===== src/rtl/uart_pkg.sv =====
// uart_pkg
// Definitions shared by the UART transmit and receive paths: the frame
// state encoding, parity mode constants, data width, oversampling ratio
// and a parity helper.
package uart_pkg;

  // Frame states. The receiver walks the same sequence.
  typedef enum logic [2:0] {
    IDLE   = 3'd0,
    START  = 3'd1,
    DATA   = 3'd2,
    PARITY = 3'd3,
    STOP   = 3'd4
  } uart_state_e;

  localparam int PARITY_NONE   = 0;
  localparam int PARITY_EVEN   = 1;
  localparam int PARITY_ODD    = 2;

  localparam int DATA_BITS     = 8;
  localparam int TICKS_PER_BIT = 16;

  // Parity bit for a byte: even mode returns the XOR of the data bits,
  // so the total count of ones including the parity bit is even.
  // Odd mode returns the inverse.
  function automatic logic parityBit(input logic [DATA_BITS-1:0] data,
                                     input int                   mode);
    parityBit = (mode == PARITY_ODD) ? ~(^data) : (^data);
  endfunction

endpackage


===== src/rtl/uart_tx_tick.sv =====
// uart_tx_tick
// 16x baud tick divider for the transmitter. It counts 0..CNTMAX while
// enabled and raises o_tick in the cycle the count reaches CNTMAX.
// It is kept apart from the free-running receive divider because the
// transmitter must restart it from zero when it accepts a byte.
//
// Ports:
//   i_clkin   system clock, rising edge
//   i_rst     synchronous active-high reset
//   i_clear   synchronous clear of the count (takes effect regardless of enable)
//   i_enable  count enable
//   o_tick    one-cycle pulse every CNTMAX+1 enabled clocks
module uart_tx_tick
  import uart_pkg::*;
#(
  parameter int CLKS     = 100000000,
  parameter int BAUDRATE = 9600
) (
  input  logic i_clkin,
  input  logic i_rst,
  input  logic i_clear,
  input  logic i_enable,
  output logic o_tick
);

  // Same divider arithmetic as the receive side. A rate too high for the
  // clock would give a negative terminal count, so it is clamped to a
  // tick on every enabled clock.
  localparam int CNTMAX_RAW = CLKS / BAUDRATE / TICKS_PER_BIT - 1;
  localparam int CNTMAX     = (CNTMAX_RAW < 0) ? 0 : CNTMAX_RAW;
  localparam int CNT_W      = (CNTMAX > 0) ? $clog2(CNTMAX + 1) : 1;
  localparam logic [CNT_W-1:0] CNT_LAST = CNT_W'(CNTMAX);

  logic [CNT_W-1:0] r_cnt;

  // Divider count: held at zero by reset or clear, otherwise counts up
  // while enabled and wraps after the terminal value.
  always_ff @(posedge i_clkin) begin
    if (i_rst || i_clear) begin
      r_cnt <= '0;
    end else if (i_enable) begin
      if (r_cnt == CNT_LAST) begin
        r_cnt <= '0;
      end else begin
        r_cnt <= r_cnt + CNT_W'(1);
      end
    end
  end

  assign o_tick = i_enable && (r_cnt == CNT_LAST);

endmodule


===== src/rtl/uart_tx.sv =====
// uart_tx
// UART transmitter. Takes one byte per valid/ready handshake and shifts
// it out on o_txd as a start bit, 8 data bits LSB first, an optional
// parity bit and 1 or 2 stop bits. Each bit lasts 16 divider ticks.
//
// Ports:
//   i_clkin     system clock, rising edge
//   i_rst       synchronous active-high reset
//   i_tx_data   byte to send, sampled only on accept
//   i_tx_valid  source has a byte
//   o_tx_ready  block can accept (high only in IDLE)
//   o_txd       registered serial line, idles high
//   o_tx_busy   frame in progress
//   o_tx_done   one-clock pulse in the first IDLE cycle after a frame
module uart_tx
  import uart_pkg::*;
#(
  parameter int CLKS        = 100000000,
  parameter int BAUDRATE    = 9600,
  parameter int PARITY_MODE = 0,
  parameter int STOP_BITS   = 1
) (
  input  logic       i_clkin,
  input  logic       i_rst,
  input  logic [7:0] i_tx_data,
  input  logic       i_tx_valid,
  output logic       o_tx_ready,
  output logic       o_txd,
  output logic       o_tx_busy,
  output logic       o_tx_done
);

  // Unsupported settings fall back to no parity and one stop bit.
  localparam int PMODE = ((PARITY_MODE == PARITY_EVEN) || (PARITY_MODE == PARITY_ODD))
                         ? PARITY_MODE : PARITY_NONE;
  localparam int NSTOP = (STOP_BITS == 2) ? 2 : 1;

  localparam logic [3:0] LAST_TICK = 4'(TICKS_PER_BIT - 1);
  localparam logic [2:0] LAST_DATA = 3'(DATA_BITS - 1);
  localparam logic       LAST_STOP = 1'(NSTOP - 1);

  uart_state_e r_state, w_stateNext;
  logic [7:0]  r_shift, w_shiftNext;
  logic        r_parity, w_parityNext;
  logic [2:0]  r_bitIdx, w_bitIdxNext;
  logic [3:0]  r_tickCnt, w_tickCntNext;
  logic        r_stopCnt, w_stopCntNext;
  logic        r_txd, w_txdNext;
  logic        r_done, w_doneNext;

  logic        w_accept;
  logic        w_tick;
  logic        w_bitEnd;

  assign w_accept = (r_state == IDLE) && i_tx_valid;

  // The divider only runs during a frame and restarts on accept so the
  // start bit is a full 16 ticks long.
  uart_tx_tick #(
    .CLKS     (CLKS),
    .BAUDRATE (BAUDRATE)
  ) u_tick (
    .i_clkin  (i_clkin),
    .i_rst    (i_rst),
    .i_clear  (w_accept),
    .i_enable (r_state != IDLE),
    .o_tick   (w_tick)
  );

  // A bit ends on the 16th tick spent in it.
  assign w_bitEnd = w_tick && (r_tickCnt == LAST_TICK);

  // Next-state logic. The line level is computed from the state being
  // entered so that o_txd can be a plain register and still change in
  // the same cycle as the state.
  always_comb begin
    w_stateNext   = r_state;
    w_shiftNext   = r_shift;
    w_parityNext  = r_parity;
    w_bitIdxNext  = r_bitIdx;
    w_tickCntNext = w_tick ? (r_tickCnt + 4'd1) : r_tickCnt;
    w_stopCntNext = r_stopCnt;
    w_doneNext    = 1'b0;
    w_txdNext     = 1'b1;

    unique case (r_state)
      IDLE: begin
        if (w_accept) begin
          w_stateNext   = START;
          w_shiftNext   = i_tx_data;
          w_parityNext  = parityBit(i_tx_data, PMODE);
          w_bitIdxNext  = 3'd0;
          w_tickCntNext = 4'd0;
          w_stopCntNext = 1'b0;
        end
      end
      START: begin
        if (w_bitEnd) begin
          w_stateNext = DATA;
        end
      end
      DATA: begin
        if (w_bitEnd) begin
          w_shiftNext = r_shift >> 1;
          if (r_bitIdx == LAST_DATA) begin
            w_stateNext = (PMODE != PARITY_NONE) ? PARITY : STOP;
          end else begin
            w_bitIdxNext = r_bitIdx + 3'd1;
          end
        end
      end
      PARITY: begin
        if (w_bitEnd) begin
          w_stateNext = STOP;
        end
      end
      STOP: begin
        if (w_bitEnd) begin
          if (r_stopCnt == LAST_STOP) begin
            w_stateNext = IDLE;
            w_doneNext  = 1'b1;
          end else begin
            w_stopCntNext = r_stopCnt + 1'b1;
          end
        end
      end
      default: begin
        w_stateNext = IDLE;
      end
    endcase

    unique case (w_stateNext)
      START:   w_txdNext = 1'b0;
      DATA:    w_txdNext = w_shiftNext[0];
      PARITY:  w_txdNext = w_parityNext;
      default: w_txdNext = 1'b1;
    endcase
  end

  // State register. Reset abandons any frame in progress and returns the
  // line to idle-high on the following cycle.
  always_ff @(posedge i_clkin) begin
    if (i_rst) begin
      r_state   <= IDLE;
      r_shift   <= '0;
      r_parity  <= 1'b0;
      r_bitIdx  <= '0;
      r_tickCnt <= '0;
      r_stopCnt <= 1'b0;
      r_txd     <= 1'b1;
      r_done    <= 1'b0;
    end else begin
      r_state   <= w_stateNext;
      r_shift   <= w_shiftNext;
      r_parity  <= w_parityNext;
      r_bitIdx  <= w_bitIdxNext;
      r_tickCnt <= w_tickCntNext;
      r_stopCnt <= w_stopCntNext;
      r_txd     <= w_txdNext;
      r_done    <= w_doneNext;
    end
  end

  assign o_txd      = r_txd;
  assign o_tx_done  = r_done;
  assign o_tx_ready = (r_state == IDLE);
  assign o_tx_busy  = (r_state != IDLE);

endmodule


===== config.mk =====
export PLATFORM = sky130hd
export DESIGN_NAME = uart_tx
export DESIGN_NICKNAME = d
export VERILOG_FILES = /design/src/rtl/uart_pkg.sv /design/src/rtl/uart_tx_tick.sv /design/src/rtl/uart_tx.sv
export SDC_FILE = /design/constraint.sdc
export NUM_CORES = 1
export LEC_CHECK = 0
export CORE_ASPECT_RATIO = 0.75
export CORE_MARGIN = 2
export CORE_UTILIZATION = 50
export DETAILED_ROUTE_END_ITERATION = 16
export PLACE_DENSITY = 0.82
export SYNTH_ARGS = -nofsm -noshare
export SYNTH_HDL_FRONTEND = slang
export SYNTH_SLANG_ARGS = --single-unit
export TNS_END_PERCENT = 1

===== constraint.sdc =====
create_clock -name i_clkin -period 4.02 [get_ports i_clkin]
set_input_delay 1.005 -clock i_clkin [delete_from_list [all_inputs] [get_ports i_clkin]]
set_output_delay 1.005 -clock i_clkin [all_outputs]
set_load 0.01 [all_outputs]

==> results by group <==
STA
  – Fin. Hold Viols: 0
  – RSZ-0062 raised after global routing: false
  – Slew HR: 59.6%
  – Final cycle utilization of the critical path: 71.4%
  – Final-report setup violation count: 0
  – Slew Limit Fails: 0
  – Clk_skew: 0.00565 ns
  – Final Critical Period: 2.87 ns
  – Worst hold slack: 0.457 ns
  – Slew @ Worst Pin: 0.604 ns
  – Max Clock Freq: 0.348 GHz
  – Final TNS setup: 0 ns

Synthesis
  – Register area share after synthesis: 41.3%
  – Mapped Nets: 182
  – Syn Inst Count: 166
  – Number of synthesized flops with an enable pin: 0
  – Post-synth top flop: dfxtp_1
  – Synth Cell Area: 0.00150 sq mm
  – Yosys cell types: 44
  – FF+latch count, synth: 31
  – Synth warn: 0
  – Ys async rst share: 0%
  – Avg Inst Size Synth: 9.04 sq um

Critical path
  – Worst r2r path cells: 8
  – CP max stage delay: 0.55 ns
  – WP data arrival: 1.87 ns
  – Slowest-stage cell, CP: clkdlybuf4s50_1
  – Buffers plus inverters on the worst setup path: 2
  – Worst Setup End Kind: output pin
  – R2R setup slack: 1.79 ns
  – Max FO, Critical Path: 9
  – Startpoint Class: flip-flop
  – Crit-path leading delay family: buffers and inverters
  – Worst Path Required: 3.01 ns
  – R2r endpoint: o_txd
  – Reg2reg start: u_tick.r_cnt[0]
  – Critical Path, Cell by Cell: or3_4 -> inv_1 -> clkdlybuf4s50_1
  – Critical path class: flip-flop to output pin

Route
  – Routed Antenna Nets: 0
  – Top layer used by detailed routing: met4
  – Via count: 1,209
  – Met3 routed WL: 121 um
  – Via density per instance: 5.52
  – WL met2: 1300 um
  – DRT Pass-1 Iters: 4
  – Routed WL: 2890 um
  – DRC Markers: 0
  – DR iter-0 viols: 98
  – Post-DR wirelength/cell: 13.2 um
  – Wl on met1: 1420 um

Clock tree
  – CTS clk-pin slew, worst paths: 0.06 ns
  – CTS Sinks: 31
  – Post-CTS Setup Inserts: 0
  – CTS tree: built
  – Later-pin clock latency in the skew report: 0.28 ns
  – Deepest clock path buffer count: 2
  – H-tree depth: 2
  – Post-CTS Hold Fix Bufs: 0
  – # resized after CTS: 0
  – Clk root buf: clkbuf_8
  – Clock buffer count from CTS: 5

Floorplan
  – Starting density of the core: 51.9%
  – Number of top-level pins: 15
  – Row Count: 17
  – Core Area: 0.00289 sq mm
  – Die width: 67.3 um
  – DIE AREA: 0.00346 sq mm
  – Die Span Y: 51.5 um

Pwr
  – PD cells: 366 mW/mm^2
  – Worst vdd ir: 0.000216 V
  – Static leakage: 0.616 nW

Global routing
  – Vias in the first global route: 1,092
  – Total GRT Usage: 19.2%
  – Initial antenna violation count: 0
  – GR Overflow Total: 0
  – First-pass GRT wire length: 4920 um
  – Pin count of the biggest net entering global routing: 19

Finish
  – Number of antenna diodes: 0
  – NumNets Final: 196
  – Most common cell after layout, fill and taps aside: dfxtp_1
  – Cell Count, Final, Fillers Out: 219
  – Most frequent cells in the layout: 31 x dfxtp_1, 25 x nor2_1, 14 x clkdlybuf4s50_1, 12 x nand2_1
  – Synth-to-Final Area Change: 15.0%
  – Layout cells sized above 1: 8.29%
  – Fillers: 261
  – Fin area: 0.00173 sq mm

Placed design
  – Number of port buffers: 14
  – Area post-placement: 0.00165 sq mm
  – DP HPWL: 2110 um
  – Cell count after placement: 211
  – Gpl congestion: 0.817

Hold path
  – HP Start: r_shift[4]
  – WHS Endpoint: r_shift[4]
  – Worst Hold Class: flip-flop to flip-flop
  – Hold Path Depth: 2

Flow run
  – Max cap viols: 0

Outcome
  – Status: complete, no violations
-- per-stage QoR --
stage	power (W)	setup WS, ns	util (%)
after floorplan	0.000381	1.66	-
after global placement	0.000402	1.19	56.9
after detailed placement	0.000405	1.14	56.9
after CTS	0.000637	1.15	59.7
after global routing	0.000660	1.10	59.7
final	0.000632	1.15	59.7
-- power by group --
part | internal, W | switching (W) | leakage (nW) | total, W
clock | 0.000121 | 0.000112 | 0.0422 | 0.000233
sequential | 0.000317 | 0.00000756 | 0.252 | 0.000325
combinational | 0.0000380 | 0.0000361 | 0.321 | 0.0000741
total | 0.000477 | 0.000156 | 0.616 | 0.000632
-- routing by layer --
layer	vias up	GRT usage, %
li1	606	-
met4	0	8.50
met1	566	24.9
met5	-	0
met2	31	28.9
met3	6	6.39
-- worst max-delay path by stage --
stage	from	to	slack, ns	cells past startpoint
6_report	r_state[0]	o_tx_ready	1.15	3
5_1_grt	r_state[0]	o_tx_ready	1.10	3
4_1_cts	r_state[0]	o_tx_ready	1.15	3
3_5_place_dp	i_rst	u_tick.r_cnt[1]	1.14	4
3_3_place_gp	i_rst	u_tick.r_cnt[1]	1.19	4
2_1_floorplan	i_tx_valid	o_txd	1.66	5
-- sequential cells by signal, summed over array words and instances (netlist names) --
| signal | count |
|---|---|
| r_shift | 8 |
| r_state | 3 |
| o_tx_done | 1 |
| r_bitIdx | 3 |
| r_parity | 1 |
| r_tickCnt | 4 |
| u_tick.r_cnt | 10 |
| o_txd | 1 |
-- cell families after synthesis --
group                      Yosys count  share of synthesized area (%)
and+or+nand+nor                     66                           23.3
AOI/OAI and AO/OA                   31                           14.2
DFF                                 31                           41.3
xor gates and xnor gates            17                           9.92
buffers and inverters               13                           5.08
adders and majority gates            5                           4.17
muxes                                3                           2.00
-- synth_stat cells (all sizes together) (2+ instances only) --
library cell,n,area [sq um]
nand2,12,45.0
a21oi,8,40.0
o21ai,4,20.0
xnor2,8,70.1
inv,5,18.8
nor3b,2,20.0
clkbuf,3,11.3
or3,4,30.0
ha,5,62.6
xor2,9,78.8
mux2i,3,30.0
nand4,4,40.0
or2,2,15.0
nand3,6,30.0
nor3,4,25.0
buf,5,46.3
dfxtp,31,621
a22oi,9,67.6
nor2,26,100
-- worst register-to-register path, stage by stage, from the launching register on --
cell and delay (ns):
dfxtp_1 0.34, inv_1 0.11, ha_1 0.16, and4b_1 0.24, nand4_4 0.21, nor3_2 0.48
o31a_1 0.22, nand3b_1 0.09, a211o_1 0.28
-- final cells by class --
class	count	area, sq um	area share, %
Sequential cell	31	621	35.9
Inverter	5	18.8	1.09
Tap cell	38	47.5	2.75
Multi-Input combinational cell	122	811	47.0
Clock buffer	7	76.3	4.42
Timing Repair Buffer	15	148	8.55
Clock inverter	1	5.00	0.290
Power figures use the tool's default switching activity.
